### config.mk
export PLATFORM = sky130hd
export DESIGN_NAME = systolic_seq
export DESIGN_NICKNAME = d
export VERILOG_FILES = /design/src/rtl/systolic_seq.sv
export SDC_FILE = /design/constraint.sdc
export NUM_CORES = 1
export LEC_CHECK = 0
export ABC_AREA = 1
export CORE_UTILIZATION = 25
export CTS_CLUSTER_SIZE = 40
export DETAILED_ROUTE_END_ITERATION = 10
export GPL_ROUTABILITY_DRIVEN = 0
export PLACE_DENSITY_LB_ADDON = 0.3
export SETUP_SLACK_MARGIN = 0.05
export SYNTH_ARGS = -nofsm -noshare
export SYNTH_HDL_FRONTEND = slang
export SYNTH_SLANG_ARGS = --single-unit
### constraint.sdc
create_clock -name clk -period 1.65 [get_ports clk]
set_input_delay 0.165 -clock clk [delete_from_list [all_inputs] [get_ports clk]]
set_output_delay 0.165 -clock clk [all_outputs]
set_load 0.01 [all_outputs]
### src/rtl/systolic_seq.sv
// -----------------------------------------------------------------------------
// systolic_seq
//   Upstream sequencer for one systolic cell (or a row of cells sharing one
//   operand bus). Operands {mode,data} are buffered in a small FIFO, the
//   weight is held in a local register, and each job issues exactly `count`
//   operations to the cell on d/bcast/m. r_valid flags the cycle in which the
//   cell's r output holds the result of an op; done pulses at job end.
//
// Parameters
//   DEPTH  operand FIFO entries (power of 2, >= 2)
//   CNT_W  width of the per-job operation counter
//
// Ports
//   clk      rising-edge clock, single domain
//   rst      synchronous active-low reset
//   s_valid  operand offered             s_ready  FIFO can accept (= !full)
//   s_data   operand data (8 bits)       s_mode   0 = broadcast-load, 1 = multiply
//   w_in     weight value                w_load   load w_in (IDLE only)
//   start    begin a job (IDLE only)     count    ops in the job
//   busy     FSM not in IDLE             done     one-cycle pulse at job end
//   d        data to cell (registered)   w        weight to cell
//   bcast    broadcast-load strobe       m        multiply strobe
//   r_valid  cell r holds an op result this cycle
// -----------------------------------------------------------------------------
module systolic_seq #(
  parameter int DEPTH = 8,
  parameter int CNT_W = 8
) (
  input  logic             clk,
  input  logic             rst,
  input  logic             s_valid,
  output logic             s_ready,
  input  logic [7:0]       s_data,
  input  logic             s_mode,
  input  logic [15:0]      w_in,
  input  logic             w_load,
  input  logic             start,
  input  logic [CNT_W-1:0] count,
  output logic             busy,
  output logic             done,
  output logic [7:0]       d,
  output logic [15:0]      w,
  output logic             bcast,
  output logic             m,
  output logic             r_valid
);

  localparam int AW = $clog2(DEPTH);

  typedef enum logic [1:0] {
    IDLE  = 2'd0,
    RUN   = 2'd1,
    DRAIN = 2'd2,
    DONE  = 2'd3
  } state_e;

  typedef struct packed {
    logic       mode;
    logic [7:0] data;
  } entry_t;

  // ---------------------------------------------------------------------------
  // Operand FIFO
  // ---------------------------------------------------------------------------
  entry_t        mem_q [DEPTH];
  logic [AW:0]   wr_ptr_q, wr_ptr_d;
  logic [AW:0]   rd_ptr_q, rd_ptr_d;
  logic          fifo_empty;
  logic          fifo_full;
  logic          push;
  logic          pop;
  entry_t        head;

  // The extra MSB distinguishes full (same index, different lap) from empty.
  assign fifo_empty = (wr_ptr_q == rd_ptr_q);
  assign fifo_full  = (wr_ptr_q[AW] != rd_ptr_q[AW]) &&
                      (wr_ptr_q[AW-1:0] == rd_ptr_q[AW-1:0]);

  // s_ready depends only on the registered pointers, so a same-cycle pop never
  // opens a slot early and the upstream handshake has no path through the FSM.
  assign s_ready = !fifo_full;
  assign push    = s_valid && !fifo_full;
  assign head    = mem_q[rd_ptr_q[AW-1:0]];

  always_comb begin
    wr_ptr_d = wr_ptr_q;
    rd_ptr_d = rd_ptr_q;
    if (push) wr_ptr_d = wr_ptr_q + 1'b1;
    if (pop)  rd_ptr_d = rd_ptr_q + 1'b1;
  end

  // NOTE: the storage array has no reset; validity is defined entirely by the
  // pointers, so clearing them empties the FIFO without a wide reset tree.
  always_ff @(posedge clk) begin
    if (push) mem_q[wr_ptr_q[AW-1:0]] <= '{mode: s_mode, data: s_data};
  end

  // ---------------------------------------------------------------------------
  // Job FSM and cell-facing outputs
  // ---------------------------------------------------------------------------
  state_e           state_q, state_d;
  logic [CNT_W-1:0] rem_q, rem_d;
  logic [15:0]      weight_q, weight_d;
  logic [7:0]       d_q, d_d;
  logic             bcast_q, bcast_d;
  logic             m_q, m_d;
  logic             r_valid_q, r_valid_d;

  // NOTE: every signal driven here gets a default first, so no path through
  // the case statement can leave a value unassigned and infer a latch.
  always_comb begin
    state_d  = state_q;
    rem_d    = rem_q;
    weight_d = weight_q;
    d_d      = d_q;        // d holds its last value when nothing issues
    bcast_d  = 1'b0;
    m_d      = 1'b0;
    pop      = 1'b0;

    unique case (state_q)
      IDLE: begin
        if (w_load) weight_d = w_in;
        if (start) begin
          if (count != '0) begin
            rem_d   = count;
            state_d = RUN;
          end else begin
            state_d = DONE;
          end
        end
      end

      RUN: begin
        // With the FIFO empty the strobes stay low and the cell holds r.
        if (!fifo_empty) begin
          pop     = 1'b1;
          d_d     = head.data;
          bcast_d = !head.mode;
          m_d     = head.mode;
          rem_d   = rem_q - 1'b1;
          if (rem_q == CNT_W'(1)) state_d = DRAIN;
        end
      end

      // One idle cycle lets the cell capture the last op before done.
      DRAIN: state_d = DONE;

      DONE:  state_d = IDLE;

      default: state_d = IDLE;
    endcase

    // The cell captures an op one edge after it is issued; r is then valid
    // for the following cycle.
    r_valid_d = bcast_q || m_q;
  end

  // NOTE: reset is sampled on the clock edge (synchronous), and all state
  // uses non-blocking assignments so every register updates from the same
  // pre-edge values.
  always_ff @(posedge clk) begin
    if (!rst) begin
      state_q   <= IDLE;
      rem_q     <= '0;
      weight_q  <= '0;
      d_q       <= '0;
      bcast_q   <= 1'b0;
      m_q       <= 1'b0;
      r_valid_q <= 1'b0;
      wr_ptr_q  <= '0;
      rd_ptr_q  <= '0;
    end else begin
      state_q   <= state_d;
      rem_q     <= rem_d;
      weight_q  <= weight_d;
      d_q       <= d_d;
      bcast_q   <= bcast_d;
      m_q       <= m_d;
      r_valid_q <= r_valid_d;
      wr_ptr_q  <= wr_ptr_d;
      rd_ptr_q  <= rd_ptr_d;
    end
  end

  assign busy    = (state_q != IDLE);
  assign done    = (state_q == DONE);
  assign d       = d_q;
  assign w       = weight_q;
  assign bcast   = bcast_q;
  assign m       = m_q;
  assign r_valid = r_valid_q;

endmodule
==> results of run 1 <==
## area by class of cell
cell class                      count  area, um2
Fill cell                        2042      12640
Sequential cell                   120       3133
Multi-Input combinational cell    364       1812
Timing Repair Buffer              106       1001
Clock buffer                       18      429.2
Tap cell                          265      331.6
Clock inverter                     14      181.4
Inverter                           31      121.4
## critical path: cells and delay by family, from the launching register on
kind | cells | cell delay, ps
and+or+nand+nor | 4 | 380
DFF | 1 | 350
buffers and inverters | 3 | 300
## power by group through the flow
stage	Clock, mW	Combinational (mW)	Sequential [mW]
detailed placement	0	3.05	3.80
global placement	0	3.01	3.78
floorplan	0	1.86	3.84
global route	4.00	3.54	3.79
CTS	3.87	3.08	3.74
finish	3.78	3.13	3.75
## cell families after synthesis
family	Yosys count
AO/OA/AOI/OAI	98
XOR/XNOR	5
adder cells (fa/ha/maj)	9
buffers and inverters	52
flip-flops	120
AND/OR/NAND/NOR	251
## what timing repair did
| action | in CTS | in global routing |
|---|---|---|
| pin swaps | 2 | 3 |
| buffers inserted | 3 | 0 |
| endpoints found under the setup margin | 39 | 92 |
| hold endpoints to repair | 0 | 0 |
| hold buffers | 0 | 0 |
| cloned | 0 | 1 |
| gates resized for setup | 22 | 25 |
## state kept, by name (all words and copies together), names as in the netlist, named ones only
signal,flops
bcast,1
d,8
m,1
mem_q,72
r_valid,1
rd_ptr_q,4
rem_q,8
state_q,2
w,16
wr_ptr_q,4
## metal layers
| layer | up-vias | global-route usage [%] | wire, um |
|---|---|---|---|
| met5 | - | 0 | 0 |
| met4 | 0 | 5.651 | 208 |
| met3 | 14 | 3.344 | 435 |
| met2 | 60 | 21.61 | 6065 |
| met1 | 1884 | 14.14 | 5343 |
| li1 | 2014 | - | - |
## layout by cell type, fill, tap and decap left out, types with 6 or more instances in the layout
cell type	n
sky130_fd_sc_hd__clkbuf_16	17
sky130_fd_sc_hd__nand3_1	14
sky130_fd_sc_hd__nor2_1	123
sky130_fd_sc_hd__inv_1	17
sky130_fd_sc_hd__nor2_4	6
sky130_fd_sc_hd__o21ai_0	53
sky130_fd_sc_hd__buf_4	34
sky130_fd_sc_hd__dfxtp_1	40
sky130_fd_sc_hd__o22ai_1	18
sky130_fd_sc_hd__inv_2	11
sky130_fd_sc_hd__clkdlybuf4s50_1	64
sky130_fd_sc_hd__ha_1	7
sky130_fd_sc_hd__edfxtp_1	72
sky130_fd_sc_hd__nand2_1	86
sky130_fd_sc_hd__a21oi_1	7
sky130_fd_sc_hd__o21ai_1	17
sky130_fd_sc_hd__dfxtp_2	8
sky130_fd_sc_hd__nand2_2	9
## worst paths after layout
| kind | startpoint | cells after the start | end |
|---|---|---|---|
| worst max-delay path | wr_ptr_q[0]$_SDFFE_PN0P_ | 7 | s_ready |
| worst min-delay path | w_in[12] | 3 | w[12]$_SDFFE_PN0P_ |
| worst max register to register | wr_ptr_q[0]$_SDFFE_PN0P_ | 11 | mem_q[6][5]$_DFFE_PP_ |
| worst min register to register | wr_ptr_q[3]$_SDFFE_PN0P_ | 2 | wr_ptr_q[3]$_SDFFE_PN0P_ |
## per-stage QoR
| stage | util [%] | area, um2 | setup TNS, ps | worst slack (ps) |
|---|---|---|---|---|
| 2_1_floorplan | - | 5080 | -2610 | -56.44 |
| 3_3_place_gp | 31.85 | 6260 | -778.5 | -50.62 |
| 3_5_place_dp | 31.85 | 6260 | -1969 | -79.39 |
| 4_1_cts | 35.35 | 6948 | 0 | 17.51 |
| 5_1_grt | 35.66 | 7009 | -29.18 | -29.18 |
| 6_report | 35.66 | 7009 | 0 | 66.26 |
==> results.txt, run 1 <==
The longest individual stage delay on the worst path came out at 350 ps. The final number of setup-violating endpoints is 0, and the die extent in y is 144.3 um. CTS built an H-tree with a depth of 4.

Of the post-synthesis cell area, the dominant cell type holds 42.73%. The proportion of synthesized area in mux cells is 0%. The number of enable flip-flop cells after synthesis works out to 72. Setup repair after global routing could not meet its margin everywhere. Of all flip-flops after synthesis, the portion carrying an async set or reset was 0%. Summing internal, switching and leakage power gives 10.67 mW. The initial utilization of the core area, before any placement, comes to 25.74%. The tool flagged a number of max-cap violations equal to 0. The number of sinks driven by the clock tree came out at 120.

The synthesized netlist devotes 10.29% of its cell area to compound gates. In this run the horizontal extent of the chip is 144.3 um. Net switching fraction of the power: 31.11%. The commonest cells after synthesis are 128 x sky130_fd_sc_hd__nor2_1, 95 x sky130_fd_sc_hd__nand2_1, 72 x sky130_fd_sc_hd__edfxtp_1, 53 x sky130_fd_sc_hd__o21ai_0, 48 x sky130_fd_sc_hd__dfxtp_1.

The number of pins with negative max-slew slack in the final report came out at 0. Maximum number of pins on one net before global-route repair: 37. After Yosys synthesis, XOR and XNOR cells account for 0.8655% of the synthesized area.

In this run the power spent charging and discharging nets is 3.318 mW. The power density over the cells is 1522 nW/um2. Path type of the worst setup path: register to output pin. The peak supply drop is 693.9 uV, and the total number of vias is 3972.

The design internal power is 7.348 mW, and the synthesized netlist net count is 582. Row generation in the floorplan step produced 51 rows. Across all register-to-register paths, the minimum setup slack is 110 ps.

For the proportion of power drawn by the clock network, the log shows 35.4%. The die covers 20810 um2. The iteration-0 DRC count of the detailed router came out at 186.

The total half-perimeter wirelength after legalization and detailed placement came out at 8674 um. The worst path needs 1584 ps of the cycle, external delays included. After detailed routing, the number of vias per cell comes to 4.327. For the worst-skew pair, the clock arrives at the later sink with an insertion delay of 410 ps. Yosys instantiated no cell more often than sky130_fd_sc_hd__nor2_1. Yosys printed 0 warnings. Global routing consumed, over all layers together, 12.41% of the routing resources.

The minimum hold slack was 389.0 ps. The first global-routing pass estimated 19240 um of wire. Input and output buffers added on the ports amount to 67. TritonCTS built the clock tree. The total instance count after detailed placement is 882.

Dividing the synthesized area by the synthesized cell count gives 9.458 um2. The category of the worst setup path launch point was a register. For this run the aggregate overflow at the end of global routing stands at 0. Traced cell by cell, the critical path runs through inv_2, nand2_2, nand2_2, nor2_4, nand4_4, buf_6, buf_6. The slew at the pin closest to its max-slew limit came out at 494.2 ps.

The tools report the number of antenna violations at the first check in global routing as 0. The tools report the number of iterations in the first detailed-routing pass as 5. In this run the static leakage power is 2.700 nW. During I/O placement, the number of pins put on the boundary was 68. Counting the buffers created by CTS gives 17. Of the total synthesized cell area, the portion taken by AND, OR, NAND and NOR gates is 20.47%.

Yosys attributes the largest share of cell area to sky130_fd_sc_hd__edfxtp_1 43%, sky130_fd_sc_hd__dfxtp_1 19%, sky130_fd_sc_hd__nor2_1 9.5%. For the summed instance area of the synthesized netlist, the log shows 5060 um2. For the count of antenna-violating nets left after detailed routing, the log shows 0.

Worst slew slack as a fraction of its limit: 67.01%. The instance count of the mapped netlist was 535; the number of distinct library cell variants in the gate-level netlist after synthesis was 32. The synthesized flop and latch total works out to 120. For the final database, setup skew stands at 6.376 ps.

The worst path uses 95.98% of the clock period. For this design, the slowest cell found on the critical path is sky130_fd_sc_hd__dfxtp_2. The tools report the number of cells in the finished layout apart from fillers as 918.

Cell taking the most area after synthesis: sky130_fd_sc_hd__edfxtp_1. The critical path arrival is 1420 ps. The tools report the number of global-route vias before repair as 3988.

In the final layout, the share of cells above drive strength 1 is 17.76%. Dividing the detail-routed wire length by the instance count gives 13.13 um. The run gives 0 as the count of unresolved DRC violations after routing.

The number of antenna diodes in the final layout is 0. The arithmetic-cell share of the synthesized area counting full adders, half adders and majority gates works out to 2.226%. For this run, the top clock speed supported by timing is 631.4 MHz. STA classifies the critical path endpoint as an output pin. The min-delay analysis places its worst path in the category input pin to register. In this run the worst path has a maximum fanout of 3. The floorplan step defined a core boundary enclosing 19650 um2.

For this run, the leading register cell type out of synthesis is sky130_fd_sc_hd__edfxtp_1. At the worst endpoint, the required time is 1480 ps. The part of the total power dissipated in sequential elements was 35.2%.

The CTS clock-pin slew for the worst setup and hold paths came out at 50 ps. By area, the combinational part of the netlist is dominated by simple AND/OR/NAND/NOR gates. Power share of the combinational group: 29.4%. The logs give 687 for the number of nets at the end of the flow and 12050 um for the aggregate routed wire length. No sink is reached through more buffers than the 2 on the longest clock path. The run finished with clean final reports.

For the number of endpoints with negative hold slack in the final report, the log shows 0. The root buffer cell chosen for the clock tree is sky130_fd_sc_hd__clkbuf_16. The post-synthesis sequential area ratio is 61.72%, and the relative area change from synthesis to final layout is 38.53%.
No activity file was read; power rests on OpenSTA's default activity.
==> run 2: changes to the inputs <==
- ABC_CLOCK_PERIOD_IN_PS: not set -> 1650
- CORE_UTILIZATION: 25 -> 41
==> run 2 against run 1 <==
  * Clock power grew 4%
  * Largest cell class unchanged
  * Largest power group unchanged
  * Total power up 1.4%
  * Design area fell by 2.0%
  * Sequential cell count is the same
  * First-iteration DRC count is 53% higher
  * Critical path type is now register to register
  * Via count increased by 1.2%
  * Setup slack improved by 3.1 ps
  * Die area is 39% lower
  * Critical path depth stayed put
  * Sequential power about the same
  * Fmax grew 0.20%
  * Sequential share of layout area grew 0.91 points
==> results.txt, run 2 (synthesis results as in run 1) <==
The placeable core region was 12010 um2 (was 19650 um2). The path type of the worst setup path was register to register (was register to output pin). The area after detailed placement was 6120 um2 (was 6260 um2); the design internal power was 7.537 mW (was 7.348 mW). The layout cell share with drive strength beyond 1 came out at 16.77% (was 17.76%). The run gives 29.2% (was 29.4%) as the power share of the combinational group.

The iteration-0 DRC count of the detailed router was 284 (was 186). The critical path capture point type is a register (was an output pin). The maximum number of pins on one net before global-route repair was 37 (unchanged); the row count was 40 (was 51).

The core occupancy in the finished layout was 57.19% (was 35.66%); the minimum clock period after layout was 1581 ps (was 1584 ps). The routed length per placed instance is 14.61 um (was 13.13 um). The number of buffers inserted by port buffering came out at 67 (unchanged).

For the number of pins with negative max-slew slack in the final report, the log shows 0 (unchanged). The final standard cell area without fillers came out at 6869 um2 (was 7009 um2). The net switching power is 3.279 mW (was 3.318 mW), and the leakage power summed over all cells is 2.715 nW (was 2.700 nW). The net switching fraction of the power is 30.32% (was 31.11%), and the power density over the cells is 1575 nW/um2 (was 1522 nW/um2). The part of the total power dissipated in sequential elements is 34.6% (was 35.2%), and the slew at the pin closest to its max-slew limit is 462.9 ps (was 494.2 ps). The total design power came out at 10.82 mW (was 10.67 mW). The tools report the number of H-tree levels as 4 (unchanged). The via density per instance is 5.045 (was 4.327), and the number of antenna violations at the first check in global routing is 0 (unchanged). The CTS clock-pin slew for the worst setup and hold paths came out at 50 ps (about the same). The total half-perimeter wirelength after legalization and detailed placement came out at 7765 um (was 8674 um).

Leading cell types in the layout, fill and taps excluded: 121 x sky130_fd_sc_hd__nor2_1, 91 x sky130_fd_sc_hd__nand2_1, 72 x sky130_fd_sc_hd__edfxtp_1, 64 x sky130_fd_sc_hd__clkdlybuf4s50_1, 53 x sky130_fd_sc_hd__o21ai_0 (was 123 x sky130_fd_sc_hd__nor2_1, 86 x sky130_fd_sc_hd__nand2_1, 72 x sky130_fd_sc_hd__edfxtp_1, 64 x sky130_fd_sc_hd__clkdlybuf4s50_1, 53 x sky130_fd_sc_hd__o21ai_0). The run gives 1770 ps (was 1480 ps) as the worst endpoint required time. The tools report the proportion of power drawn by the clock network as 36.2% (was 35.4%). The total instance count after detailed placement is 760 (was 882), and the top achievable clock speed is 632.7 MHz (was 631.4 MHz). The flip-flop count of the largest register, all copies and words added is 72 (unchanged), and the total of fill cells in the finished design is 1026 (was 2042). The largest fanout on the critical path was 9 (was 3). Path type of the worst min-delay path: input pin to register (unchanged). Relative area change from synthesis to final layout: 35.76% (was 38.53%). The multi-input logic area was 1805 um2 (was 1812 um2); the critical path arrival was 1700 ps (was 1420 ps).

The number of top-level design ports is 68 (unchanged). Total grt overflow: 0 (unchanged). The logs give 685 (was 687) for the number of nets at the end of the flow and 0 (unchanged) for the count of max-cap constraint violations. For the number of cells in the finished layout apart from fillers, the log shows 797 (was 918). The library cell used as clock root buffer was sky130_fd_sc_hd__clkbuf_16 (unchanged). The run gives 0 (unchanged) as the count of unresolved DRC violations after routing. Setup repair after global routing could not meet its margin everywhere. The number of endpoints with negative hold slack in the final report is 0 (unchanged), and the die extent in y is 113.1 um (was 144.3 um). Number of sinks driven by the clock tree: 120 (unchanged).

The clock insertion delay at the later pin of the skew report was 410 ps (about the same); the final period utilization was 95.79% (was 95.98%). The count of antenna-violating nets left after detailed routing is 0 (unchanged), and the total number of vias is 4021 (was 3972). The horizontal die dimension is 113.1 um (was 144.3 um). For the final number of setup-violating endpoints, the log shows 0 (unchanged).

The tools report the total CTS buffers as 17 (unchanged). The logs give 598.6 uV (was 693.9 uV) for the peak supply drop and 0 (unchanged) for the total inserted antenna cells. The logs give 12790 um2 (was 20810 um2) for the die area and 2 (unchanged) for the maximum buffer depth of the clock tree. The tools report the wire length of the first global-routing pass as 18120 um (was 19240 um). For the sequential cell area in the final layout, the log shows 3133 um2 (unchanged).

The leading cell type in the layout, fill and taps excluded was sky130_fd_sc_hd__nor2_1 (unchanged). The aggregate routed wire length is 11650 um (was 12050 um), and the worst slew slack as a fraction of its limit is 69.10% (was 67.01%). TritonCTS built the clock tree. The logs give 3825 (was 3988) for the number of global-route vias before repair and 4 (was 5) for the number of iterations in the first detailed-routing pass. The flow ran to the end, and the final reports show no timing, DRC or antenna violations. The category of the worst setup path launch point is a register (unchanged).

For the total global-route track usage, the log shows 18.49% (was 12.41%). The starting density of the core was 42.13% (was 25.74%). The final clock skew is 8.941 ps (was 6.376 ps).
==> run 2: final timing paths <==
kind	start	endpoint	slack, ps	cells past startpoint
max	rd_ptr_q[2]$_SDFFE_PN0P_	mem_q[2][8]$_DFFE_PP_	70	7
min reg2reg	w[10]$_SDFFE_PN0P_	w[10]$_SDFFE_PN0P_	480	2
min	w_in[3]	w[3]$_SDFFE_PN0P_	390	3
max reg2reg	rd_ptr_q[2]$_SDFFE_PN0P_	mem_q[2][8]$_DFFE_PP_	70	7
==> run 2: routing by layer <==
| layer | part of all wire (%) | vias up | global-route usage (%) |
|---|---|---|---|
| li1 | - | 2005 | - |
| met1 | 45 | 1911 | 22.99 |
| met2 | 49 | 92 | 31.00 |
| met3 | 4.9 | 13 | 4.553 |
| met4 | 1.4 | 0 | 7.368 |
| met5 | 0 | - | 0 |
==> run 2: power by group through the flow <==
stage	logic (mW)	clock network, mW	registers, mW
after floorplan	1.86	0	3.84
after global placement	2.96	0	3.78
after detailed placement	3.02	0	3.79
after CTS	3.04	3.98	3.74
after global routing	3.53	4.10	3.78
final	3.15	3.92	3.75
==> run 2: stage by stage <==
stage | hold WS (ps) | setup TNS, ps | worst slack, ps
after global routing | 409.3 | 0 | 10.60
after detailed placement | 469.6 | -1.522 | -0.5935
final | 390.6 | 0 | 69.40
after CTS | 371.2 | 0 | 41.06
after global placement | 458.9 | 0 | 18.02
after floorplan | 263.9 | -2610 | -56.44
==> run 2: cell type report <==
type / count / area share (%)
flip-flops and latches: 120 / 45.61
multi-input cells: 364 / 26.28
repair buffers: 103 / 14.32
clock buffers: 18 / 6.248
clock inverters: 13 / 2.969
well taps: 147 / 2.678
inverters: 31 / 1.821
repair inverters: 1 / 0.07286
==> run 2: repair_timing <==
| item | CTS | global route |
|---|---|---|
| gates cloned | 0 | 2 |
| hold buffers | 0 | 0 |
| pin swaps | 1 | 5 |
| endpoints found under the setup margin | 48 | 97 |
| setup buffers | 2 | 2 |
| gates resized for setup | 13 | 23 |
==> run 2: critical path, stage by stage (launching register included) <==
cell and delay, ps:
sky130_fd_sc_hd__dfxtp_1 430, sky130_fd_sc_hd__nand2_1 150, sky130_fd_sc_hd__nand4_4 150, sky130_fd_sc_hd__nand2_2 80
sky130_fd_sc_hd__inv_2 90, sky130_fd_sc_hd__nand2_4 90, sky130_fd_sc_hd__nor2_2 140, sky130_fd_sc_hd__buf_12 150
==> run 3: changes to the inputs <==
- GPL_TIMING_DRIVEN: not set -> 0
==> run 3 against run 2 <==
  * The flow now finishes with violations (setup timing)
  * Fmax fell by 6.3%
  * First-iteration DRC count shrank 2.5%
  * Die area unchanged
  * Count of clock-buffer cells in the layout up 1
  * Register-to-register slack worse by 110 ps
  * Combinational power increased by 3%
  * Hold slack improved by 1.4 ps
  * Critical path depth increased by 4
  * Via count rose by 3.0%
  * Sequential power hardly changed
  * Critical endpoint is now mem_q[0][2]$_DFFE_PP_
  * Largest cell class unchanged
==> results.txt, run 3 (synthesis results as in run 1) <==
The worst slew slack as a fraction of its limit was 57.41% (was 69.10%). Chain of cells forming the critical path: inv_4, nand2_2, nand2_2, nor2_4, nand4_4, nand2_4, inv_4, nand2_8, buf_12, nor2_4, clkbuf_16 (was nand2_1, nand4_4, nand2_2, inv_2, nand2_4, nor2_2, buf_12). The run gives 0 (unchanged) as the number of antenna violations at the first check in global routing.

The run gives 2 (unchanged) as the maximum buffer depth of the clock tree. For the worst endpoint required time, the log shows 1780 ps (was 1770 ps). The tools report the least setup slack across all paths after layout as -35.98 ps (was 69.40 ps). The path type of the worst min-delay path was input pin to register (unchanged).

The iteration-0 DRC count of the detailed router came out at 277 (was 284). The maximum number of pins on one net before global-route repair was 17 (was 37); the number of sinks driven by the clock tree was 120 (unchanged). The depth of the most critical reg-to-reg path is 11 (was 7). The count of antenna-violating nets left after detailed routing is 0 (unchanged). The slew at the pin closest to its max-slew limit works out to 638.9 ps (was 462.9 ps). The die area is 12790 um2 (unchanged), and the number of H-tree levels is 4 (unchanged). Leading cell types in the layout, fill and taps excluded: 120 x sky130_fd_sc_hd__nor2_1, 83 x sky130_fd_sc_hd__nand2_1, 72 x sky130_fd_sc_hd__edfxtp_1, 64 x sky130_fd_sc_hd__clkdlybuf4s50_1, 53 x sky130_fd_sc_hd__o21ai_0 (was 121 x sky130_fd_sc_hd__nor2_1, 91 x sky130_fd_sc_hd__nand2_1, 72 x sky130_fd_sc_hd__edfxtp_1, 64 x sky130_fd_sc_hd__clkdlybuf4s50_1, 53 x sky130_fd_sc_hd__o21ai_0).

Met1 layer wirelength in the final routing: 5336 um (was 5228 um). The final reports fail on setup timing. The die extent in y came out at 113.1 um (unchanged).

The number of pins with negative max-slew slack in the final report is 0 (unchanged), and the power density over the cells is 1513 nW/um2 (was 1575 nW/um2). For the power share of the combinational group, the log shows 30.5% (was 29.2%). The tools report the top achievable clock speed as 593.1 MHz (was 632.7 MHz). TritonCTS built the clock tree.

The run finished, with violations left. For the number of top-level design ports, the log shows 68 (unchanged). The number of buffer and inverter instances along the worst setup path was 4 (was 2). The critical path capture point type is a register (unchanged). Horizontal die dimension: 113.1 um (unchanged).

The total instance count after detailed placement is 749 (was 760), and the longest individual stage delay on the worst path is 360 ps (was 430 ps). The tools report the proportion of power drawn by the clock network as 34.2% (was 36.2%). The layout cell share with drive strength beyond 1 is 18.84% (was 16.77%). The library cell contributing the largest single delay on the critical path was sky130_fd_sc_hd__dfxtp_4 (was sky130_fd_sc_hd__dfxtp_1). The run gives 10.68 mW (was 10.82 mW) as the total design power. The top layer reached by signal wires is met4 (unchanged). The total half-perimeter wirelength after legalization and detailed placement came out at 7779 um (was 7765 um). The final period utilization is 102.2% (was 95.79%), and the number of nets at the end of the flow is 692 (was 685). The detailed-routed wire length on met3 is 1003 um (was 570 um), and the number of global-route vias before repair is 4017 (was 3825). Total grt overflow: 0 (unchanged). The logs give 805 (was 797) for the number of cells in the finished layout apart from fillers and 17 (unchanged) for the total CTS buffers. The logs give 0 (unchanged) for the number of hold buffers added after CTS and 9 (was 0) for the final number of setup-violating endpoints. The minimum clock period after layout is 1686 ps (was 1581 ps). The total number of vias is 4140 (was 4021). Leading cell type in the layout, fill and taps excluded: sky130_fd_sc_hd__nor2_1 (unchanged). The clock insertion delay at the later pin of the skew report came out at 420 ps (was 410 ps). The category of the worst setup path launch point is a register (unchanged). The number of endpoints with negative hold slack in the final report was 0 (unchanged). For the critical path arrival, the log shows 1820 ps (was 1700 ps). Setup repair after global routing could not meet its margin everywhere. Slack of the worst reg-to-reg path: -40 ps (was 70 ps). The flip-flop count of the largest register, all copies and words added works out to 72 (unchanged). The largest fanout on the critical path works out to 4 (was 9). The logs give 7.274 mW (was 7.537 mW) for the design internal power and 42.13% (unchanged) for the starting density of the core. The logs give 0 (unchanged) for the count of unresolved DRC violations after routing and 13050 um (was 11650 um) for the aggregate routed wire length. The run gives 40 (unchanged) as the row count. The endpoint of the worst register-to-register path was mem_q[0][2]$_DFFE_PP_ (was mem_q[2][8]$_DFFE_PP_).

The cell family with the largest share of critical-path delay was simple AND/OR/NAND/NOR gates (unchanged). Path type of the worst setup path: register to register (unchanged). For the total inserted antenna cells, the log shows 0 (unchanged).

The logs give 3.404 mW (was 3.279 mW) for the net switching power and 6469 um (was 5688 um) for the routed length on met2. The placeable core region is 12010 um2 (unchanged), and the part of the total power dissipated in sequential elements is 35.2% (was 34.6%). The startpoint of the tightest hold check path was w_in[3] (unchanged).

The reg-to-reg critical path startpoint is wr_ptr_q[1]$_SDFFE_PN0P_ (was rd_ptr_q[2]$_SDFFE_PN0P_). The tools report the count of max-cap constraint violations as 0 (unchanged). The run gives 20150 um (was 18120 um) as the wire length of the first global-routing pass. The total global-route track usage was 21.12% (was 18.49%); the via density per instance was 5.143 (was 5.045). The net switching fraction of the power is 31.88% (was 30.32%), and the relative area change from synthesis to final layout is 39.49% (was 35.76%). The number of iterations in the first detailed-routing pass is 4 (unchanged). The tools report the library cell used as clock root buffer as sky130_fd_sc_hd__clkbuf_16 (unchanged).

The final clock skew is 9.120 ps (was 8.941 ps). The CTS clock-pin slew for the worst setup and hold paths is 50 ps (about the same), and the routed length per placed instance is 16.21 um (was 14.61 um). Cell count of the worst hold path: 3 (unchanged).

The hold path endpoint is w[3]$_SDFFE_PN0P_ (unchanged). For the leakage power summed over all cells, the log shows 2.744 nW (was 2.715 nW). The number of buffers inserted by port buffering was 67 (unchanged). The peak supply drop is 743.3 uV (was 598.6 uV).
## run 3: worst max path at each step
| stage | start | to | slack, ps | depth (start not counted) |
|---|---|---|---|---|
| 3_5_place_dp | wr_ptr_q[1]$_SDFFE_PN0P_ | mem_q[3][1]$_DFFE_PP_ | -620 | 6 |
| 2_1_floorplan | wr_ptr_q[1]$_SDFFE_PN0P_ | mem_q[3][0]$_DFFE_PP_ | -60 | 6 |
| 5_1_grt | wr_ptr_q[1]$_SDFFE_PN0P_ | mem_q[0][2]$_DFFE_PP_ | -70 | 11 |
| 3_3_place_gp | wr_ptr_q[1]$_SDFFE_PN0P_ | mem_q[3][1]$_DFFE_PP_ | -600 | 6 |
| 6_report | wr_ptr_q[1]$_SDFFE_PN0P_ | mem_q[0][2]$_DFFE_PP_ | -40 | 11 |
| 4_1_cts | rd_ptr_q[0]$_SDFFE_PN0P_ | mem_q[2][6]$_DFFE_PP_ | -7 | 11 |
## run 3: through the flow
step / utilization, % / hold slack (ps) / setup WS [ps] / TNS [ps] / cell area (um2)
floorplan: - / 263.9 / -56.44 / -2610 / 5080
global placement: 49.41 / 464.7 / -597.2 / -30990 / 5934
detailed placement: 49.41 / 469.3 / -619.9 / -32670 / 5934
CTS: 57.35 / 373.7 / -7.227 / -31.45 / 6889
global route: 58.76 / 398.0 / -69.75 / -1508 / 7058
finish: 58.76 / 392.0 / -35.98 / -185.7 / 7058
## run 3: area by class of cell
class / instances / area [um2]
fillers: 999 / 4954
flip-flops and latches: 120 / 3149
multi-input cells: 363 / 1887
repair buffers: 92 / 972.2
clock buffers: 19 / 432.9
well taps: 147 / 183.9
clock inverters: 13 / 153.9
inverters: 31 / 147.6
plain buffers: 20 / 131.4
## run 3: worst reg2reg max path, cell delays in order, from the launching register on
cell and delay, ps:
sky130_fd_sc_hd__dfxtp_4 360, sky130_fd_sc_hd__inv_4 70, sky130_fd_sc_hd__nand2_2 50, sky130_fd_sc_hd__nand2_2 80, sky130_fd_sc_hd__nor2_4 40, sky130_fd_sc_hd__nand4_4 80
sky130_fd_sc_hd__nand2_4 70, sky130_fd_sc_hd__inv_4 90, sky130_fd_sc_hd__nand2_8 70, sky130_fd_sc_hd__buf_12 130, sky130_fd_sc_hd__nor2_4 170, sky130_fd_sc_hd__clkbuf_16 190
## run 3: repair_timing
| item | 4_1_cts | 5_1_grt |
|---|---|---|
| setup buffers | 16 | 9 |
| pin swaps | 13 | 11 |
| cloned | 1 | 1 |
| endpoints found under the setup margin | 105 | 109 |
| resized for setup | 52 | 45 |
| hold endpoints to repair | 0 | 0 |
## run 3: per-layer routing
metal	global-route usage [%]	up-vias
li1	-	2033
met1	25.13	1928
met2	36.16	158
met3	5.517	21
met4	9.123	0
met5	0	-
## run 3: power groups by stage
stage	clock (mW)	combinational [mW]	sequential, mW
floorplan	0	1.86	3.84
global placement	0	2.91	3.77
detailed placement	0	2.98	3.79
CTS	3.68	3.15	3.74
global route	3.83	3.62	3.81
finish	3.65	3.26	3.76
